`src/rtl/alu_seq_muldiv.sv`:
```
// Registered EX-stage ALU with valid/ready handshakes on issue and result.
// RV32M multiply/divide run on an iterative radix-2 shift-add / restoring engine.
module alu_seq_muldiv #(
    parameter int DATA_WIDTH    = 32,
    parameter int OPCODE_LENGTH = 5,
    parameter int SHAMT_W       = $clog2(DATA_WIDTH)
) (
    input  logic                     clk,
    input  logic                     reset,
    input  logic                     in_valid,
    output logic                     in_ready,
    input  logic [DATA_WIDTH-1:0]    SrcA,
    input  logic [DATA_WIDTH-1:0]    SrcB,
    input  logic [OPCODE_LENGTH-1:0] Operation,
    output logic                     out_valid,
    input  logic                     out_ready,
    output logic [DATA_WIDTH-1:0]    ALUResult,
    output logic                     busy
);
    // state | meaning
    // IDLE  | waiting for an op, in_ready high
    // MUL   | shift-add iteration, one multiplier bit per cycle
    // DIV   | restoring division, one quotient bit per cycle
    // FIX   | sign correction and hi/lo or quotient/remainder select
    // DONE  | result presented, held until out_ready

    localparam int W  = DATA_WIDTH;
    localparam int CW = $clog2(DATA_WIDTH);
    localparam logic [W-1:0] MIN_VAL = {1'b1, {(W-1){1'b0}}};

    localparam logic [OPCODE_LENGTH-1:0] OP_AND = OPCODE_LENGTH'(0);
    localparam logic [OPCODE_LENGTH-1:0] OP_OR  = OPCODE_LENGTH'(1);
    localparam logic [OPCODE_LENGTH-1:0] OP_ADD = OPCODE_LENGTH'(2);
    localparam logic [OPCODE_LENGTH-1:0] OP_XOR = OPCODE_LENGTH'(3);
    localparam logic [OPCODE_LENGTH-1:0] OP_SUB = OPCODE_LENGTH'(4);
    localparam logic [OPCODE_LENGTH-1:0] OP_SLT = OPCODE_LENGTH'(5);
    localparam logic [OPCODE_LENGTH-1:0] OP_SLL = OPCODE_LENGTH'(6);
    localparam logic [OPCODE_LENGTH-1:0] OP_SRL = OPCODE_LENGTH'(7);
    localparam logic [OPCODE_LENGTH-1:0] OP_EQ  = OPCODE_LENGTH'(8);
    localparam logic [OPCODE_LENGTH-1:0] OP_SRA = OPCODE_LENGTH'(9);
    localparam logic [OPCODE_LENGTH-1:0] OP_SGE = OPCODE_LENGTH'(10);

    typedef enum logic [2:0] {
        S_IDLE,
        S_MUL,
        S_DIV,
        S_FIX,
        S_DONE
    } state_t;

    state_t        state;
    logic [CW-1:0] cnt;
    logic [W-1:0]  acc;
    logic [W-1:0]  lo;
    logic [W-1:0]  mag_b;
    logic [2:0]    op_r;
    logic          neg_res;
    logic          neg_rem;

    logic [2:0]         m_op;
    logic               is_m;
    logic               is_divop;
    logic               a_signed;
    logic               b_signed;
    logic               sign_a;
    logic               sign_b;
    logic               special;
    logic [W-1:0]       mag_a_c;
    logic [W-1:0]       mag_b_c;
    logic [W-1:0]       spec_res;
    logic [W-1:0]       base_res;
    logic [SHAMT_W-1:0] shamt;

    always_comb begin
        m_op     = Operation[2:0];
        is_m     = (Operation[OPCODE_LENGTH-1:3] == (OPCODE_LENGTH-3)'(2));
        is_divop = m_op[2];
        a_signed = (m_op == 3'd1) || (m_op == 3'd2) || (m_op == 3'd4) || (m_op == 3'd6);
        b_signed = (m_op == 3'd1) || (m_op == 3'd4) || (m_op == 3'd6);
        sign_a   = a_signed & SrcA[W-1];
        sign_b   = b_signed & SrcB[W-1];
        mag_a_c  = sign_a ? -SrcA : SrcA;
        mag_b_c  = sign_b ? -SrcB : SrcB;
        special  = 1'b0;
        spec_res = '0;
        // Division corner cases bypass the engine and finish like a base op
        if (is_divop && (SrcB == '0)) begin
            special  = 1'b1;
            spec_res = m_op[1] ? SrcA : '1;
        end else if (is_divop && !m_op[0] && (SrcA == MIN_VAL) && (SrcB == '1)) begin
            special  = 1'b1;
            spec_res = m_op[1] ? '0 : MIN_VAL;
        end
    end

    always_comb begin
        shamt    = SrcB[SHAMT_W-1:0];
        base_res = '0;
        case (Operation)
            OP_AND: base_res = SrcA & SrcB;
            OP_OR:  base_res = SrcA | SrcB;
            OP_ADD: base_res = SrcA + SrcB;
            OP_XOR: base_res = SrcA ^ SrcB;
            OP_SUB: base_res = SrcA - SrcB;
            OP_SLT: base_res = {{(W-1){1'b0}}, ($signed(SrcA) < $signed(SrcB))};
            OP_SLL: base_res = SrcA << shamt;
            OP_SRL: base_res = SrcA >> shamt;
            OP_EQ:  base_res = {{(W-1){1'b0}}, (SrcA == SrcB)};
            OP_SRA: base_res = $signed(SrcA) >>> shamt;
            OP_SGE: base_res = {{(W-1){1'b0}}, ($signed(SrcA) >= $signed(SrcB))};
            default: base_res = '0;
        endcase
    end

    logic [W:0] mul_sum;
    logic [W:0] div_shift;
    logic [W:0] div_trial;

    always_comb begin
        mul_sum   = {1'b0, acc} + {1'b0, (lo[0] ? mag_b : '0)};
        div_shift = {acc, lo[W-1]};
        div_trial = div_shift - {1'b0, mag_b};
    end

    logic [2*W-1:0] prod;
    logic [W-1:0]   quot;
    logic [W-1:0]   rem;
    logic [W-1:0]   fix_res;

    always_comb begin
        prod = {acc, lo};
        if (neg_res) prod = -prod;
        quot = neg_res ? -lo : lo;
        rem  = neg_rem ? -acc : acc;
        if (op_r[2])
            fix_res = op_r[1] ? rem : quot;
        else
            fix_res = (op_r == 3'd0) ? prod[W-1:0] : prod[2*W-1:W];
    end

    always_ff @(posedge clk) begin
        if (reset) begin
            state     <= S_IDLE;
            in_ready  <= 1'b1;
            out_valid <= 1'b0;
            busy      <= 1'b0;
            ALUResult <= '0;
            cnt       <= '0;
            acc       <= '0;
            lo        <= '0;
            mag_b     <= '0;
            op_r      <= '0;
            neg_res   <= 1'b0;
            neg_rem   <= 1'b0;
        end else begin
            case (state)
                S_IDLE: begin
                    if (in_valid && in_ready) begin
                        in_ready <= 1'b0;
                        if (is_m && !special) begin
                            acc     <= '0;
                            lo      <= mag_a_c;
                            mag_b   <= mag_b_c;
                            op_r    <= m_op;
                            neg_res <= sign_a ^ sign_b;
                            neg_rem <= sign_a;
                            cnt     <= CW'(W-1);
                            busy    <= 1'b1;
                            state   <= is_divop ? S_DIV : S_MUL;
                        end else begin
                            ALUResult <= is_m ? spec_res : base_res;
                            out_valid <= 1'b1;
                            state     <= S_DONE;
                        end
                    end
                end
                S_MUL: begin
                    acc <= mul_sum[W:1];
                    lo  <= {mul_sum[0], lo[W-1:1]};
                    cnt <= cnt - 1'b1;
                    if (cnt == '0) state <= S_FIX;
                end
                S_DIV: begin
                    if (!div_trial[W]) begin
                        acc <= div_trial[W-1:0];
                        lo  <= {lo[W-2:0], 1'b1};
                    end else begin
                        acc <= div_shift[W-1:0];
                        lo  <= {lo[W-2:0], 1'b0};
                    end
                    cnt <= cnt - 1'b1;
                    if (cnt == '0) state <= S_FIX;
                end
                S_FIX: begin
                    ALUResult <= fix_res;
                    busy      <= 1'b0;
                    out_valid <= 1'b1;
                    state     <= S_DONE;
                end
                S_DONE: begin
                    if (out_ready) begin
                        out_valid <= 1'b0;
                        in_ready  <= 1'b1;
                        state     <= S_IDLE;
                    end
                end
                default: begin
                    state     <= S_IDLE;
                    in_ready  <= 1'b1;
                    out_valid <= 1'b0;
                    busy      <= 1'b0;
                end
            endcase
        end
    end

endmodule

```
`config.mk`:
```
export PLATFORM = sky130hd
export DESIGN_NAME = alu_seq_muldiv
export DESIGN_NICKNAME = d
export VERILOG_FILES = /design/src/rtl/alu_seq_muldiv.sv
export SDC_FILE = /design/constraint.sdc
export NUM_CORES = 1
export LEC_CHECK = 0
export CELL_PAD_IN_SITES_DETAIL_PLACEMENT = 1
export CELL_PAD_IN_SITES_GLOBAL_PLACEMENT = 2
export CORE_MARGIN = 5
export CORE_UTILIZATION = 25
export DETAILED_ROUTE_END_ITERATION = 7
export PLACE_DENSITY_LB_ADDON = 0.1
export SYNTH_ARGS = -nofsm -noshare
export SYNTH_HDL_FRONTEND = slang
export SYNTH_SLANG_ARGS = --single-unit
```
`constraint.sdc`:
```
create_clock -name clk -period 6.7 [get_ports clk]
set_input_delay 1.675 -clock clk [delete_from_list [all_inputs] [get_ports clk]]
set_output_delay 1.675 -clock clk [all_outputs]
set_load 0.03 [all_outputs]
```
* Word level (Yosys, flattened, before mapping)
Index checks and enable logic that the tools add are counted.
Cells by class: $add $sub $neg 10, order comparisons 2, eq/ne operators 27, shifts and indexed selects 3, multiplexer cells 47, bitwise logic cells 9, reductions and logical operators 32
Operators with widths (number):
- 2-to-1 mux 32 bit | 20
- case mux 32 bit (11 select lines) | 1
- case mux 32 bit (3 select lines) | 2
- negation 32 bit | 4
- equality test 32 bit (second input constant) | 2
- 2-to-1 mux 64 bit | 1
- negation 64 bit | 1
- case mux 32 bit (2 select lines) | 1
- adder 32 x 32 -> 33 bit | 1
- subtractor 33 x 32 -> 33 bit | 1
- adder 32 bit | 1
- AND 32 bit | 1
- equality test 32 bit | 1
- greater-or-equal comparator 32 bit | 1
- zero test 32 bit | 1
- < comparator 32 bit | 1
- bitwise OR 32 bit | 1
- left shift 32 x 5 -> 32 bit | 1
- >> shifter 32 x 5 -> 32 bit | 1
- >>> shifter 32 x 5 -> 32 bit | 1
- subtractor 32 bit | 1
- bitwise XOR 32 bit | 1
- AND reduction 3 bit | 7
- equality test 5 x 3 -> 1 bit (second input constant) | 4
- 32 further kinds | 73
Storage, ports and cells: register bits after elaboration 144, logic and storage cells 142

* Depth between registers and ports, before layout
Gate-level depths: netlist of the first run.
depth in word-level cells 11, depth in mapped cells 17

* Worst setup path before layout of the first run
OpenSTA, ideal clock, no wires.
path type input to register, from in SrcB[2], to reg ALUResult[27], library setup time 0.119 ns, arrival 5.742 ns, slack 0.839 ns, cell stages on the path 17, path buffers 5, cell sequence clkbuf_1 inv_1 buf_1 clkbuf_1 buf_1 ha_1 clkbuf_1 and2_1 a22o_1 o22ai_1 o2111ai_1 a31o_2 a41oi_1 o21ai_0 a221o_1 a21oi_1 o31ai_1
On the way: longest elaborated chain between the ends 8, elaborated cells on any way between the ends 22
Ends and longest elaborated chain:
- start, declared | line 13 | input logic [DATA_WIDTH-1:0] SrcB,
- branches (longest 8 deep; another with subtractor 32 bit)
- end signal, assigned | line 171 | ALUResult <= is_m ? spec_res : base_res;
- end signal, assigned | line 195 | ALUResult <= fix_res;
- end, declared | line 17 | output logic [DATA_WIDTH-1:0] ALUResult,
Parallel ways; which one is timed is not known. The select of a mux whose other input is x is not followed. A chain may end at the register's enable or synchronous reset.

* Worst setup path in the final report of the first run
from in SrcA[9], to reg ALUResult[29]
On the way: longest elaborated chain between the ends 9, elaborated cells on any way between the ends 21
Ends and longest elaborated chain:
- start, declared | line 12 | input logic [DATA_WIDTH-1:0] SrcA,
- branches (longest 9 deep; another with subtractor 32 bit)
Parallel ways; which one is timed is not known. The select of a mux whose other input is x is not followed.

==> results of run 1 <==
==> registers in the layout, summed over array words and instances, names as in the netlist <==
signal,count
in_ready,1
cnt,5
mag_b,32
neg_res,1
op_r,3
lo,32
acc,32
neg_rem,1
busy,1
state,3
ALUResult,32
out_valid,1
==> cells by family (layout without fill, tap and decap cells) <==
| kind of cell | Yosys count | count (layout) | synth area share [%] |
|---|---|---|---|
| AOI/OAI and AO/OA | 1113 | 1113 | 32.6 |
| and+or+nand+nor | 1001 | 1001 | 20.7 |
| buffers and inverters | 438 | 463 | 7.38 |
| xor gates and xnor gates | 185 | 185 | 7.11 |
| adders and majority gates | 175 | 175 | 9.74 |
| muxes | 153 | 153 | 9.86 |
| DFF | 144 | 144 | 12.6 |
| other | 0 | 3 | 0 |
==> layer usage <==
layer | track usage, % | share of wire (%)
met1 | 36.4 | 43
met2 | 47.0 | 46
met3 | 3.78 | 4.6
met4 | 14.9 | 6.2
met5 | 0 | 0.024
==> area by class of cell <==
cell class | instances | area [µm²] | share of cell area [%]
Multi-Input combinational cell | 2627 | 18300 | 69.9
Sequential cell | 144 | 2880 | 11.0
Timing Repair Buffer | 257 | 2210 | 8.45
Tap cell | 1176 | 1470 | 5.63
Inverter | 175 | 657 | 2.51
Clock buffer | 19 | 443 | 1.70
Clock inverter | 12 | 184 | 0.704
Antenna cell | 3 | 7.51 | 0.0287
==> cells in the mapped netlist (all sizes together), types with 29 or more instances <==
master  number
mux4        56
nor4        29
nor2       380
o22ai       45
mux2i       84
xnor2      130
nand4       29
clkbuf     216
nand2b      31
o31ai       45
nand3       58
a21o        56
xor2        55
a21oi      265
buf         47
inv        169
o21ai      226
a211oi      95
ha         171
a31oi       30
nor3        89
or3         30
nand2      224
a221oi      70
dfxtp      144
a22oi       45
==> power by group through the flow <==
stage | Clock [W] | Combinational (W) | Sequential (W)
final | 0.00109 | 0.00360 | 0.00119
after global routing | 0.00115 | 0.00386 | 0.00120
after CTS | 0.00113 | 0.00357 | 0.00119
after detailed placement | 0 | 0.00355 | 0.00121
after global placement | 0 | 0.00353 | 0.00120
after floorplan | 0 | 0.00232 | 0.00109
==> metrics by stage <==
stage	instance area (µm²)	utilization (%)	TNS [ps]
finish	26100	28.9	0
global route	26100	28.9	0
CTS	26100	28.9	0
detailed placement	25500	28.2	-115
global placement	25500	28.2	0
floorplan	22800	-	0
==> worst paths after layout <==
check                           depth (start not counted)                   start                          to
worst max-delay path                                   12                 SrcA[9]  ALUResult[29]$_SDFFE_PP0P_
worst min-delay path                                    2  mag_b[31]$_SDFFE_PP0P_      mag_b[31]$_SDFFE_PP0P_
worst max register to register                         12     acc[1]$_SDFFE_PP0P_  ALUResult[28]$_SDFFE_PP0P_
worst min register to register                          2  mag_b[31]$_SDFFE_PP0P_      mag_b[31]$_SDFFE_PP0P_
==> worst register-to-register path: cells and delay by family (launching register included) <==
family / cells / cell delay [ps]
and+or+nand+nor: 5 / 2300
adders and majority gates: 1 / 260
AOI/OAI and AO/OA: 4 / 1230
xor gates and xnor gates: 1 / 170
DFF: 1 / 460
buffers and inverters: 1 / 190
==> run_results.csv, run 1 <==
group,metric,value,unit
status,outcome,"complete, no violations",
synth,syn_avg_cell_area,7.10,µm²
timing,setup_viol,0,
route,antenna_left,0,
synth,synth_edf_count,0,
pwr,p_comb_share,61.2,%
synth,syn_inst,3209,
synth,yosysSeqAreaShare,12.6,%
floorplanning,start_util,25.2,%
pwr,power.total,0.00589,W
pwr,switching_share,50.6,%
floorplanning,die-area,0.0973,mm²
final_layout,area_growth_syn_to_layout,14.6,%
timing,fmax,0.156,GHz
timing,finalWorstSetupSlack,301,ps
cts,hold_buffers,0,
final_layout,mostFrequentLayoutCells,"nor2_1, a21oi_1, o21ai_0, nand2_1, ha_1",
cts,clock-sinks,144,
global_routing,gr-total-overflow,0,
pwr,p_switching,0.00298,W
route,routed_wl,145,mm
critical_path,cp_slowest_cell,"clkdlybuf4s50_1",
pwr,internal_power,0.00291,W
place,portBuffers,107,
cts,clockBufferDepth,2,
global_routing,grt_pass1_vias,26900,
route,drc,0,
route,via_per_inst,6.03,
timing,min_period,6400,ps
critical_path,cp-start-kind,"input pin",
cts,post_cts_resized,0,
cts,postCtsSetupRepairBufs,0,
timing,hold_viol,0,
pwr,max-vdd-ir-drop,0.188,mV
floorplanning,die_y,312,µm
critical_path,ff2ff_setup_slack,2020,ps
final_layout,num-nets-final,3470,
critical_path,worstSetupPathType,"input pin to register",
floorplanning,die_w,312,µm
timing,fin_worst_skew,22.7,ps
place,placedCellCount,4379,
critical_path,critPathMaxStageDelay,990,ps
synth,synth.distinct_cells,89,
timing,drv_slew,0,
route,drt_iter0_drc,1987,
critical_path,critical_path_required,7080,ps
critical_path,cp-end-kind,"register",
critical_path,arrival,6780,ps
timing,whs,459,ps
critical_path,worstPathCellList,"clkdlybuf4s50_1 -> inv_1 -> ha_1 -> nor2_1 -> and4_1 -> o211ai_1 -> nand3_1 -> a311oi_1 -> o21ai_0 -> o311ai_0 -> a211oi_1 -> a2111oi_0",
cts,clk_latency,500,ps
pwr,seqPwrFrac,20.3,%
final_layout,n_fill_cell,11000,
global_routing,grt_pass1_wl,205,mm
critical_path,path_max_fanout,13,
pwr,p_leak,10.1,nW
place,hpwl,117,mm
job,maxCapViolations,0,
timing,tightest_slew,1190,ps
cts,htreeDepth,4,
synth,synth_top_cell_by_area,"dfxtp_1",
route,wl_per_cell,32.8,µm
place,pre_cts_ws,-115,ps
pwr,power_density,225,mW/mm²
synth,ys_seq_elements,144,
cts,cts_tree,"yes",
synth,synth_nets,3457,
timing,rsz0062_at_grt,"no",
timing,fin_crit_sh,95.5,%
synth,syn-cell-area,0.0228,mm²
pwr,clkPwrFrac,18.5,%
global_routing,grt_max_degree,65,
floorplanning,num_rows,110,
min_path,min_path_type,"register to register",
critical_path,worstPathBufferInverterCount,2,
cts,root_buffer,"clkbuf_16",
synth,synth_flop_cell,"dfxtp_1",
final_layout,drive_gt1_share,9.59,%
synth,synth_top_area_share,12.6,%
global_routing,track_usage,28.5,%
place,routabilityCongestion,0.979,
critical_path,cp_top_family,"compound AO/OA/AOI/OAI gates",
floorplanning,core_area,0.0903,mm²
cts,cts_buffers,17,
synth,synth.area.top_cells,"dfxtp_1, ha_1, nor2_1",
route,first_pass_iters,5,
timing,slew_headroom,19.7,%
synth,synthArstFlopShare,0,%
synth,yosys_warnings,0,
route,via_count,26600,
final_layout,final_cells,4413,
global_routing,antenna_found_initial,8,
cts,cts.clk_slew.worst_paths,70,ps
floorplanning,ios,108,
final_layout,final_common_cell,"nor2_1",
Power figures use the tool's default switching activity.
==> run 2, diff against run 1 <==
Settings changed: SLEW_MARGIN set to 0.
==> results of run 2 <==
No change in the layout: final DEF, timing and power equal those of run 1.
==> run 3, diff against run 2 <==
Settings changed: DONT_BUFFER_PORTS set to 1, GPL_TIMING_DRIVEN set to 0.
==> run_results.csv, run 3 (synthesized netlist as in run 1, its figures left out) <==
group,metric,value,unit
timing,min_period,6670,ps
place,hpwl,139,mm
timing,tightest_slew,1310,ps
timing,fin_worst_skew,17.3,ps
cts,cts_buffers,17,
critical_path,rr_worst_depth,14,
timing,setup_viol,0,
floorplanning,die-area,0.0973,mm²
floorplanning,core_area,0.0903,mm²
timing,hold_viol,0,
floorplanning,ios,108,
route,drc,0,
route,drt_iter0_drc,2955,
cts,clock-sinks,144,
critical_path,ff2ff_setup_slack,890,ps
global_routing,grt_pass1_vias,27900,
cts,clockBufferDepth,2,
route,routed_wl,169,mm
cts,root_buffer,"clkbuf_16",
critical_path,arrival,7020,ps
status,outcome,"complete, no violations",
final_layout,area_growth_syn_to_layout,10.1,%
critical_path,cp-end-kind,"register",
global_routing,grt_pass1_wl,231,mm
place,placedCellCount,4387,
cts,htreeDepth,4,
critical_path,critical_path_required,7050,ps
min_path,min_to,"mag_b[20]$_SDFFE_PP0P_",
place,portBuffers,0,
critical_path,critPathMostFrequentCell,"a21oi_1",
critical_path,cp-start-kind,"input pin",
critical_path,cp_slowest_cell,"a21oi_1",
global_routing,antenna_found_initial,15,
pwr,power_density,241,mW/mm²
final_layout,utilization,27.8,%
timing,slew_headroom,12.6,%
min_path,min_delay_path_depth,2,
route,first_pass_iters,5,
timing,fmax,0.150,GHz
final_layout,multiInputGateArea,0.0183,mm²
route,wl_per_cell,38.0,µm
route,via_count,27700,
critical_path,worstSetupPathType,"input pin to register",
critical_path,path_max_fanout,19,
critical_path,cp_top_family,"compound AO/OA/AOI/OAI gates",
cts,clk_latency,530,ps
floorplanning,start_util,25.2,%
timing,whs,459,ps
floorplanning,die_y,312,µm
final_layout,n_fill_cell,11200,
critical_path,critPathMaxStageDelay,880,ps
floorplanning,num_rows,110,
final_layout,regArea,0.00288,mm²
critical_path,worstPathBufferInverterCount,4,
final_layout,mostFrequentLayoutCells,"nor2_1, a21oi_1, o21ai_0, nand2_1, clkbuf_1",
route,antenna_left,0,
min_path,min_path_type,"register to register",
critical_path,worstReg2RegStart,"lo[31]$_SDFFE_PP0P_",
cts,cts_tree,"yes",
timing,fin_crit_sh,99.5,%
floorplanning,die_w,312,µm
pwr,p_leak,9.43,nW
final_layout,final_cells,4447,
global_routing,grt_max_degree,20,
cts,cts.clk_slew.worst_paths,70,ps
route,via_per_inst,6.24,
min_path,min-delay-start,"mag_b[20]$_SDFFE_PP0P_",
timing,fin_setup_tns,0,ps
final_layout,final_common_cell,"nor2_1",
critical_path,startpoint,"SrcB[4]",
place,routabilityCongestion,1.00,
final_layout,num-nets-final,3477,
global_routing,gr-total-overflow,0,
pwr,max-vdd-ir-drop,0.209,mV
critical_path,r2r-end,"acc[19]$_SDFFE_PP0P_",
critical_path,worstPathCellList,"clkbuf_2 -> clkinv_2 -> buf_2 -> ha_1 -> clkbuf_1 -> nor3_1 -> o21ai_0 -> o211ai_1 -> a21oi_1 -> a21oi_1 -> a21boi_0 -> o221ai_1 -> a21oi_1 -> or3_1 -> a21oi_1",
global_routing,track_usage,33.3,%
timing,rsz0062_at_grt,"no",
final_layout,drive_gt1_share,5.95,%
pwr,power.total,0.00604,W
timing,drv_slew,0,
job,maxCapViolations,0,
-- run 3: cell types whose count changed in the layout (fill, tap and decap cells not counted), moves of 3 or more --
cell,before,now
a21oi_1,265,262
a21oi_2,0,3
buf_1,0,22
buf_12,3,0
buf_2,4,21
buf_4,150,3
buf_6,0,3
clkbuf_1,1,210
clkbuf_2,0,5
clkdlybuf4s50_1,100,0
clkinv_1,6,3
clkinv_2,0,5
diode_2,3,29
-- run 3: final cells by class --
cell class,instances,share of cell area (%)
clock inverter,12,0.718
sequential,144,11.5
buffer,260,4.11
antenna,29,0.289
multi-input combinational,2627,72.9
timing repair buffer,4,0.135
inverter,175,2.66
clock buffer,20,1.82
tap,1176,5.86
-- run 3: worst reg2reg max path, cell delays in order (launching register included) --
cell and delay [ps]:
dfxtp_1 470, inv_1 120, ha_1 180, inv_1 60, fa_1 430, a211o_1 350
a2111oi_0 980, o211a_1 510, nor4_1 150, or3_1 420, nand3_1 520, buf_2 450
buf_1 650, mux2i_1 270, o22ai_1 110
-- run 3: routing by layer --
layer	share of wire (%)	track usage, %	vias up
li1	-	-	12000
met1	41	40.9	14300
met2	46	55.0	1162
met3	6.9	7.00	283
met4	6.0	17.3	10
met5	0.041	0	-
-- run 3: timing repair --
| item | in CTS | in global routing |
|---|---|---|
| gates resized for setup | 17 | 7 |
| cloned | 0 | 0 |
| hold buffers | 0 | 0 |
| setup buffers | 2 | 0 |
| setup endpoints to repair | 66 | 10 |
-- run 3: power by group --
part	switching, W	leakage [nW]	internal [W]
clock network	0.000518	0.308	0.000645
registers	0.000178	1.17	0.000960
logic	0.00254	7.95	0.00120
-- run 3: how the worst max path moves through the flow --
stage | to | slack [ps] | depth (start not counted)
4_1_cts | ALUResult[23]$_SDFFE_PP0P_ | 50 | 15
6_report | ALUResult[20]$_SDFFE_PP0P_ | 30 | 15
3_3_place_gp | ALUResult[16]$_SDFFE_PP0P_ | -2730 | 15
3_5_place_dp | ALUResult[25]$_SDFFE_PP0P_ | -2040 | 17
5_1_grt | ALUResult[13]$_SDFFE_PP0P_ | 30 | 15
2_1_floorplan | ALUResult[27]$_SDFFE_PP0P_ | 840 | 17
-- run 3: per-stage QoR --
step           worst slack [ps]  area [µm²]
2_1_floorplan               839       22800
3_5_place_dp              -2040       24300
3_3_place_gp              -2730       24300
4_1_cts                    50.1       25000
6_report                   30.6       25100
5_1_grt                    32.2       25100
